### src/rtl/anemometer_freq_meter.sv
// Anemometer pulse-rate front-end.
// The raw pulse input is synchronised, glitch-filtered and edge-detected.
// Rising edges are then counted over a fixed gate window. The saturated count
// and a valid flag are published in continuous or single-shot mode.
module anemometer_freq_meter #(
    parameter int unsigned GATE_CYCLES = 50_000_000,
    parameter int unsigned FILTER_LEN  = 4,
    parameter int unsigned DATA_WIDTH  = 8
) (
    input  logic                  clk,
    input  logic                  reset,
    input  logic                  in_freq_anemometre,
    input  logic                  continu,
    input  logic                  start_stop,
    output logic [DATA_WIDTH-1:0] data_anemometre,
    output logic                  data_valid
);

    localparam int unsigned GW = (GATE_CYCLES > 1) ? $clog2(GATE_CYCLES) : 1;
    localparam int unsigned FW = (FILTER_LEN > 1) ? $clog2(FILTER_LEN + 1) : 1;
    localparam int unsigned CW = DATA_WIDTH + 1;

    localparam logic [GW-1:0] GATE_LAST = GW'(GATE_CYCLES - 1);
    localparam logic [FW-1:0] FILT_LAST = FW'(FILTER_LEN - 1);
    localparam logic [CW-1:0] CNT_MAX   = {1'b0, {DATA_WIDTH{1'b1}}};

    typedef enum logic [1:0] {
        IDLE,
        MEASURE,
        DONE
    } state_t;

    // Input conditioning
    logic [1:0]    sync_q;
    logic          filt_q, filt_d;
    logic [FW-1:0] fcnt_q, fcnt_d;
    logic          filt_prev_q;
    logic          edge_pulse;

    // Measurement
    state_t                state_q;
    logic [GW-1:0]         gate_q;
    logic [CW-1:0]         ecnt_q;
    logic [CW-1:0]         ecnt_inc;
    logic [DATA_WIDTH-1:0] data_q;
    logic                  valid_q;

    // Two-flop synchroniser for the asynchronous pulse input
    always_ff @(posedge clk or posedge reset) begin
        if (reset) begin
            sync_q <= '0;
        end else begin
            sync_q <= {sync_q[0], in_freq_anemometre};
        end
    end

    // Glitch filter: a level change is accepted after FILTER_LEN consecutive
    // differing samples; any matching sample restarts the run.
    always_comb begin
        filt_d = filt_q;
        fcnt_d = '0;
        if (sync_q[1] != filt_q) begin
            if (fcnt_q == FILT_LAST) begin
                filt_d = ~filt_q;
            end else begin
                fcnt_d = fcnt_q + 1'b1;
            end
        end
    end

    // Filter state and previous filtered level for edge detection
    always_ff @(posedge clk or posedge reset) begin
        if (reset) begin
            filt_q      <= 1'b0;
            fcnt_q      <= '0;
            filt_prev_q <= 1'b0;
        end else begin
            filt_q      <= filt_d;
            fcnt_q      <= fcnt_d;
            filt_prev_q <= filt_q;
        end
    end

    assign edge_pulse = filt_q & ~filt_prev_q;

    // Saturating edge-count increment; includes an edge on the closing cycle
    always_comb begin
        ecnt_inc = ecnt_q;
        if (edge_pulse && (ecnt_q != CNT_MAX)) begin
            ecnt_inc = ecnt_q + 1'b1;
        end
    end

    // Gate/measurement FSM with registered outputs
    always_ff @(posedge clk or posedge reset) begin
        if (reset) begin
            state_q <= IDLE;
            gate_q  <= '0;
            ecnt_q  <= '0;
            data_q  <= '0;
            valid_q <= 1'b0;
        end else begin
            case (state_q)
                IDLE: begin
                    gate_q <= '0;
                    ecnt_q <= '0;
                    if (continu || start_stop) begin
                        state_q <= MEASURE;
                    end
                end
                MEASURE: begin
                    if (gate_q == GATE_LAST) begin
                        data_q  <= ecnt_inc[DATA_WIDTH-1:0];
                        valid_q <= 1'b1;
                        gate_q  <= '0;
                        ecnt_q  <= '0;
                        // Back-to-back windows in continuous mode, no dead cycle
                        state_q <= continu ? MEASURE : DONE;
                    end else begin
                        gate_q <= gate_q + 1'b1;
                        ecnt_q <= ecnt_inc;
                    end
                end
                DONE: begin
                    if (continu) begin
                        state_q <= MEASURE;
                    end else if (!start_stop) begin
                        state_q <= IDLE;
                        valid_q <= 1'b0;
                    end
                end
                default: begin
                    state_q <= IDLE;
                end
            endcase
        end
    end

    assign data_anemometre = data_q;
    assign data_valid      = valid_q;

endmodule

### config.mk
export PLATFORM = sky130hd
export DESIGN_NAME = anemometer_freq_meter
export DESIGN_NICKNAME = d
export VERILOG_FILES = /design/src/rtl/anemometer_freq_meter.sv
export SDC_FILE = /design/constraint.sdc
export NUM_CORES = 1
export LEC_CHECK = 0
export CELL_PAD_IN_SITES_DETAIL_PLACEMENT = 1
export CELL_PAD_IN_SITES_GLOBAL_PLACEMENT = 1
export CORE_MARGIN = 1.5
export CORE_UTILIZATION = 50
export CTS_CLUSTER_DIAMETER = 30
export DETAILED_ROUTE_END_ITERATION = 12
export GPL_TIMING_DRIVEN = 1
export PLACE_DENSITY_LB_ADDON = 0.1
export SYNTH_ARGS = -nofsm -noshare
export SYNTH_HDL_FRONTEND = slang
export SYNTH_SLANG_ARGS = --single-unit
### constraint.sdc
create_clock -name clk -period 5.1 [get_ports clk]
set_clock_uncertainty 0.1 [all_clocks]
set_input_delay 1.53 -clock clk [delete_from_list [all_inputs] [get_ports clk]]
set_output_delay 1.53 -clock clk [all_outputs]
set_load 0.02 [all_outputs]
==> summary.txt, run 1 <==
Outcome - complete, no violations
Area grow syn2layout - 8.86%
CTS Buf Count - 5
CP top delay family - buffers and inverters
Yosys Warn Count - 0
Die width - 78.3 um
Vias per std cell - 5.91
Fmax - 342 MHz
Iter 0 DRT Violations - 73
Sequential fraction of the synthesis area - 0.467
Overall die height - 78.3 um
CP max stage delay - 610 ps
Final Hold Fails - 0
Pleak - 0.00129 uW
Tightest Hold Check Type - reg2reg
Largest net degree at the start of global routing - 55
Cells along the critical path - clkdlybuf4s50_1
Residual DRC - 0
# Post-CTS Setup Buffers - 0
Setup CP Type - reg2out
Layout cells sized above 1 - 0.0621
Crit path required time - 3470 ps
Cell count after synthesis - 315
Via count - 2,328
Fin crit share - 0.573
Antenna violations before repair - 0
# hold bufs at CTS - 0
DPL Wire Length - 4600 um
Setup total negative slack - 0 ps
Net count after synthesis - 325
Global-route wire length before repair - 11,600 um
Max-Cap Viols - 0
Total global routing overflow - 0
Startpoint Class - flop
Core ar. - 5510 um^2
R2r setup slk - 2260 ps
CTS Root Buffer Type - clkbuf_8
Post-route minimum period - 2920 ps
Placed cell area - 2980 um^2
Routability cong. - 0.769
Routed WL - 6550 um
M3 GR Usage - 0.0326
Unique masters post-synth - 45
Post-Syn Area - 2840 um^2
Crit Path Max Fanout - 3
Mapped Avg Cell Area - 9.01 um^2
IO Port Bufs - 13
Worst slew pin tran - 832 ps
M2 GR Usage - 0.430
Clock-pin slew on the worst setup and hold paths - 100 ps
Ports - 14
VDD IR max - 0.200 mV
Final Cell Area - 3090 um^2
Initial Util - 0.515
Number of global-route vias before repair - 2,377
CP endpoint kind - output pin
Total Die Area - 6140 um^2
DR WL/cell - 16.6 um
Htree depth - 2
Critical Path Slowest Stage Cell - clkdlybuf4s50_1
Post-CTS sizing - 0
Buf+Inv Stages, Crit Path - 1
Synthesis-stage register bit count - 53
GRT busiest layer - met2
# setup viols final - 0
Core Rows - 27
Clk sinks - 53
Fin nets - 331
Drt pass-1 iters - 4
Worst Path Arrival - 1290 ps
Clock Path Buffers - 2
Slew Limit Fails - 0
GRT Util Overall - 0.237
Worst-Skew Late Latency - 310 ps
Final antenna-violating net count - 0
RSZ-0062 raised after global routing - false
Diode count - 0
PwrDens - 333 nW/um^2
Met1 usage - 0.304
TritonCTS clock tree - yes
Slew HR - 0.443
[cell usage after synthesis, drive strengths merged]
master	number	area, um^2
nor4bb	1	10.0
or4	5	41.3
a221o	1	10.0
xor2	3	26.3
nor2b	3	18.8
and2	1	6.26
o221ai	1	8.76
buf	4	28.8
nor4	4	25.0
a21o	3	22.5
mux2	3	33.8
nor3	13	65.1
or2	1	6.26
inv	7	26.3
nand4	7	43.8
nand2	48	180
o311ai	3	26.3
o22ai	2	12.5
o31ai	2	15.0
clkbuf	12	66.3
o211ai	4	35.0
and3	5	31.3
a22o	2	17.5
or3	8	50.1
a21oi	18	90.1
and4	2	17.5
ha	5	62.6
o21a	3	22.5
nor4b	1	23.8
o21ai	19	98.9
dfrtp	53	1330
nor3b	3	27.5
xnor2	4	35.0
nand3	30	155
nor2	27	101
mux2i	7	70.1
[state kept, by name (all words and copies together), names as in the netlist]
signal	flops
gate_q	26
ecnt_q	9
data_anemometre	8
fcnt_q	3
state_q	2
sync_q	2
data_valid	1
filt_prev_q	1
filt_q	1
[report_power, final]
| group | internal [uW] | total [uW] | switching [uW] |
|---|---|---|---|
| clock network | 148 | 286 | 139 |
| registers | 478 | 557 | 78.5 |
| logic | 83.3 | 186 | 102 |
[metal layers]
layer  vias up  wire length [um]
li1       1139                 -
met1      1169              2990
met2        16              3440
met3         4                94
met4         0                31
met5         -                 0
[worst paths after layout]
kind	end	cells after the start	from
worst min register to register	sync_q[1]	0	sync_q[0]
min in group asynchronous	state_q[0]	2	reset
worst min-delay path	sync_q[1]	0	sync_q[0]
worst max register to register	ecnt_q[5]	9	ecnt_q[0]
max in group asynchronous	gate_q[4]	3	reset
worst max-delay path	data_valid	1	data_valid
[final cells by class]
class                           instances  area [um^2]
Timing Repair Buffer                   15          145
Inverter                                7         26.3
Clock inverter                          2         38.8
Fill cell                             677         2420
Multi-Input combinational cell        239         1390
Tap cell                               72         90.1
Clock buffer                            6         72.6
Sequential cell                        53         1330
[cells by family after synthesis]
logic type | after synthesis | synth area share
buffers and inverters | 23 | 0.0428
AO/OA/AOI/OAI | 58 | 0.127
AND/OR/NAND/NOR | 159 | 0.283
XOR/XNOR | 7 | 0.0216
adder cells (fa/ha/maj) | 5 | 0.0220
flip-flops | 53 | 0.467
multiplexers | 10 | 0.0366
[placed cells by master, fill, tap and decap left out, types with 2 or more instances in the layout]
master | synthesis | layout
and4_1 | 2 | 2
nor3b_1 | 2 | 2
inv_1 | 7 | 6
dfrtp_1 | 53 | 53
a21oi_1 | 18 | 18
a21o_1 | 3 | 3
nor2b_1 | 3 | 3
or3_1 | 8 | 8
nor4_1 | 4 | 4
nand3_1 | 29 | 29
buf_4 | 1 | 2
mux2_2 | 3 | 3
nor2_1 | 27 | 27
o31ai_1 | 2 | 2
o21a_1 | 3 | 3
nand2_1 | 48 | 48
ha_1 | 5 | 5
o21ai_0 | 18 | 18
and3_1 | 5 | 5
nor3_1 | 13 | 13
xor2_1 | 3 | 3
or4_1 | 4 | 4
clkdlybuf4s50_1 | 0 | 13
clkbuf_8 | 2 | 5
o211ai_1 | 3 | 3
xnor2_1 | 4 | 4
a22o_1 | 2 | 2
o22ai_1 | 2 | 2
mux2i_1 | 7 | 7
nand4_1 | 7 | 7
o311ai_0 | 3 | 3
[stage by stage]
step / utilization / cells / total power, uW / hold slack (ps) / worst slack (ps)
2_1_floorplan: - / 315 / 695 / 231 / 2180
3_3_place_gp: 0.541 / 386 / 737 / 238 / 2270
3_5_place_dp: 0.541 / 386 / 755 / 238 / 2230
4_1_cts: 0.561 / 394 / 1040 / 272 / 2160
5_1_grt: 0.561 / 394 / 1090 / 277 / 2080
6_report: 0.561 / 394 / 1030 / 270 / 2180
Note: power is estimated with default switching activity, not from simulation.
==> run 2, diff against run 1 <==
--- a/config.mk
+++ b/config.mk
@@ -8,7 +8,7 @@
 export CELL_PAD_IN_SITES_DETAIL_PLACEMENT = 1
 export CELL_PAD_IN_SITES_GLOBAL_PLACEMENT = 1
 export CORE_MARGIN = 1.5
-export CORE_UTILIZATION = 50
+export CORE_UTILIZATION = 46
 export CTS_CLUSTER_DIAMETER = 30
 export DETAILED_ROUTE_END_ITERATION = 12
 export GPL_TIMING_DRIVEN = 1
==> constraint.sdc (replaced) <==
create_clock -name clk -period 3 [get_ports clk]
set_clock_uncertainty 0.1 [all_clocks]
set_input_delay 0.9 -clock clk [delete_from_list [all_inputs] [get_ports clk]]
set_output_delay 0.9 -clock clk [all_outputs]
set_load 0.02 [all_outputs]
==> run 2 against run 1 <==
  * Total power up 65%
  * First-iteration DRC count rose by 21%
  * Sequential power is 71% higher
  * Largest cell class unchanged
==> summary.txt, run 2 (synthesis gave the netlist of run 1 again) <==
Total global routing overflow - 0
Clock Path Buffers - 2
Die width - 81.5 um
Initial Util - 0.476
DR WL/cell - 17.3 um
Most frequent cells in the layout - dfrtp_1 (53), nand2_1 (48), nand3_1 (29)
Clock-pin slew on the worst setup and hold paths - 100 ps
CTS Root Buffer Type - clkbuf_8
Startpoint Class - flop
Multi-input logic area - 1390 um^2
Global-route wire length before repair - 11,900 um
GRT busiest layer - met2
Iter 0 DRT Violations - 88
Fillers - 706
M2 GR Usage - 0.426
GRT Util Overall - 0.235
VDD IR max - 0.309 mV
Placed cell area - 3020 um^2
Fmax - 367 MHz
Clock share of power - 0.243
Fin nets - 335
IO Port Bufs - 13
CTS Buf Count - 5
Max-Cap Viols - 0
Reg2reg path depth - 6
Seq pwr share - 0.559
Psw - 571 uW
Layout cells sized above 1 - 0.0767
Ports - 14
Largest net degree at the start of global routing - 54
Pleak - 0.00130 uW
Via count - 2,334
Final Hold Fails - 0
Diode count - 0
Pre-CTS setup slack - 333 ps
Post-route minimum period - 2730 ps
Met1 usage - 0.286
R2r setup slk - 270 ps
Drt pass-1 iters - 4
Worst flop-to-flop path endpoint - ecnt_q[0]
Reg with most FFs - gate_q
Clk sinks - 53
Fin crit share - 0.909
Slew HR - 0.533
DPL Wire Length - 4840 um
Antenna violations before repair - 0
Final antenna-violating net count - 0
Routability cong. - 0.776
TritonCTS clock tree - yes
Setup total negative slack - 0 ps
# hold bufs at CTS - 0
Hold_sp - sync_q[0]
Htree depth - 2
Worst-Skew Late Latency - 320 ps
Combinational Power Share - 0.199
PwrDens - 546 nW/um^2
Total Die Area - 6650 um^2
Outcome - complete, no violations
# Post-CTS Setup Buffers - 0
Worst slew pin tran - 701 ps
Reg-to-Reg Start - gate_q[0]
# setup viols final - 0
Sequential Area - 1330 um^2
Switching share of power - 0.336
Vias per std cell - 5.82
Routed WL - 6940 um
Crit Path Max Fanout - 18
Slew Limit Fails - 0
Power Internal - 1130 uW
M3 GR Usage - 0.0378
Final setup margin - 274 ps
CP endpoint kind - flop
Setup CP Type - reg2reg
Overall die height - 81.5 um
RSZ-0062 raised after global routing - false
Non-Filler Instances - 401
Dpl cells - 393
Core ar. - 5960 um^2
Max reg flops - 26
Crit path required time - 3090 ps
Final Cell Area - 3110 um^2
Area grow syn2layout - 9.74%
Most common cell after layout, fill and taps aside - dfrtp_1
Core Rows - 28
Residual DRC - 0
Critical Path End - ecnt_q[0]
Post-CTS sizing - 0
Worst Path Arrival - 2810 ps
Number of global-route vias before repair - 2,432
Tightest Hold Check Type - reg2reg
Setup crit start - gate_q[0]
-- run 2: cell count changes in the layout (fill, tap and decap cells not counted), sizes merged --
cell      previous run  this run
buf                  2         6
bufinv               1         0
clkbuf               6         5
clkinvlp             0         1
inv                  7         8
-- run 2: power groups by stage --
stage | combinational, uW | sequential [uW] | clock, uW
final | 338 | 951 | 413
after global routing | 384 | 968 | 458
after CTS | 344 | 950 | 429
after detailed placement | 342 | 963 | 0
after global placement | 312 | 951 | 0
after floorplan | 273 | 909 | 0
-- run 2: area by class of cell --
cell class                      count  area share
Inverter                            7     0.00844
Tap cell                           75      0.0301
Multi-Input combinational cell    239       0.446
Timing Repair Buffer               19      0.0603
Clock buffer                        5      0.0221
Clock inverter                      3     0.00683
Sequential cell                    53       0.426
-- run 2: worst min path at each step --
stage           endpoint  cells past startpoint
2_1_floorplan  sync_q[1]                      0
3_3_place_gp   sync_q[1]                      0
3_5_place_dp   sync_q[1]                      0
4_1_cts        sync_q[1]                      0
5_1_grt        sync_q[1]                      0
6_report       sync_q[1]                      0
-- run 2: routing by layer --
metal,up-vias,part of all wire
li1,1142,-
met1,1168,0.45
met2,18,0.52
met3,6,0.018
met4,0,0.011
met5,-,0
-- run 2: metrics by stage --
stage	total power [uW]	hold slack, ps	util
3_5_place_dp	1310	240	0.508
3_3_place_gp	1260	237	0.508
6_report	1700	259	0.523
5_1_grt	1810	290	0.523
4_1_cts	1720	263	0.523
2_1_floorplan	1180	231	-
-- run 2: critical path, stage by stage, from the launching register on --
cell     delay, ps
dfrtp_1        460
ha_1           180
nand3_1        170
or4_1          700
o21a_1         490
a21oi_1        370
mux2i_1        140
==> run 3, diff against run 2 <==
--- a/config.mk
+++ b/config.mk
@@ -12,6 +12,7 @@
 export CTS_CLUSTER_DIAMETER = 30
 export DETAILED_ROUTE_END_ITERATION = 12
 export GPL_TIMING_DRIVEN = 1
+export HOLD_SLACK_MARGIN = 0.05
 export PLACE_DENSITY_LB_ADDON = 0.1
 export SYNTH_ARGS = -nofsm -noshare
 export SYNTH_HDL_FRONTEND = slang
==> results of run 3 <==
The final DEF is identical to that of run 2; final timing and power are the same.
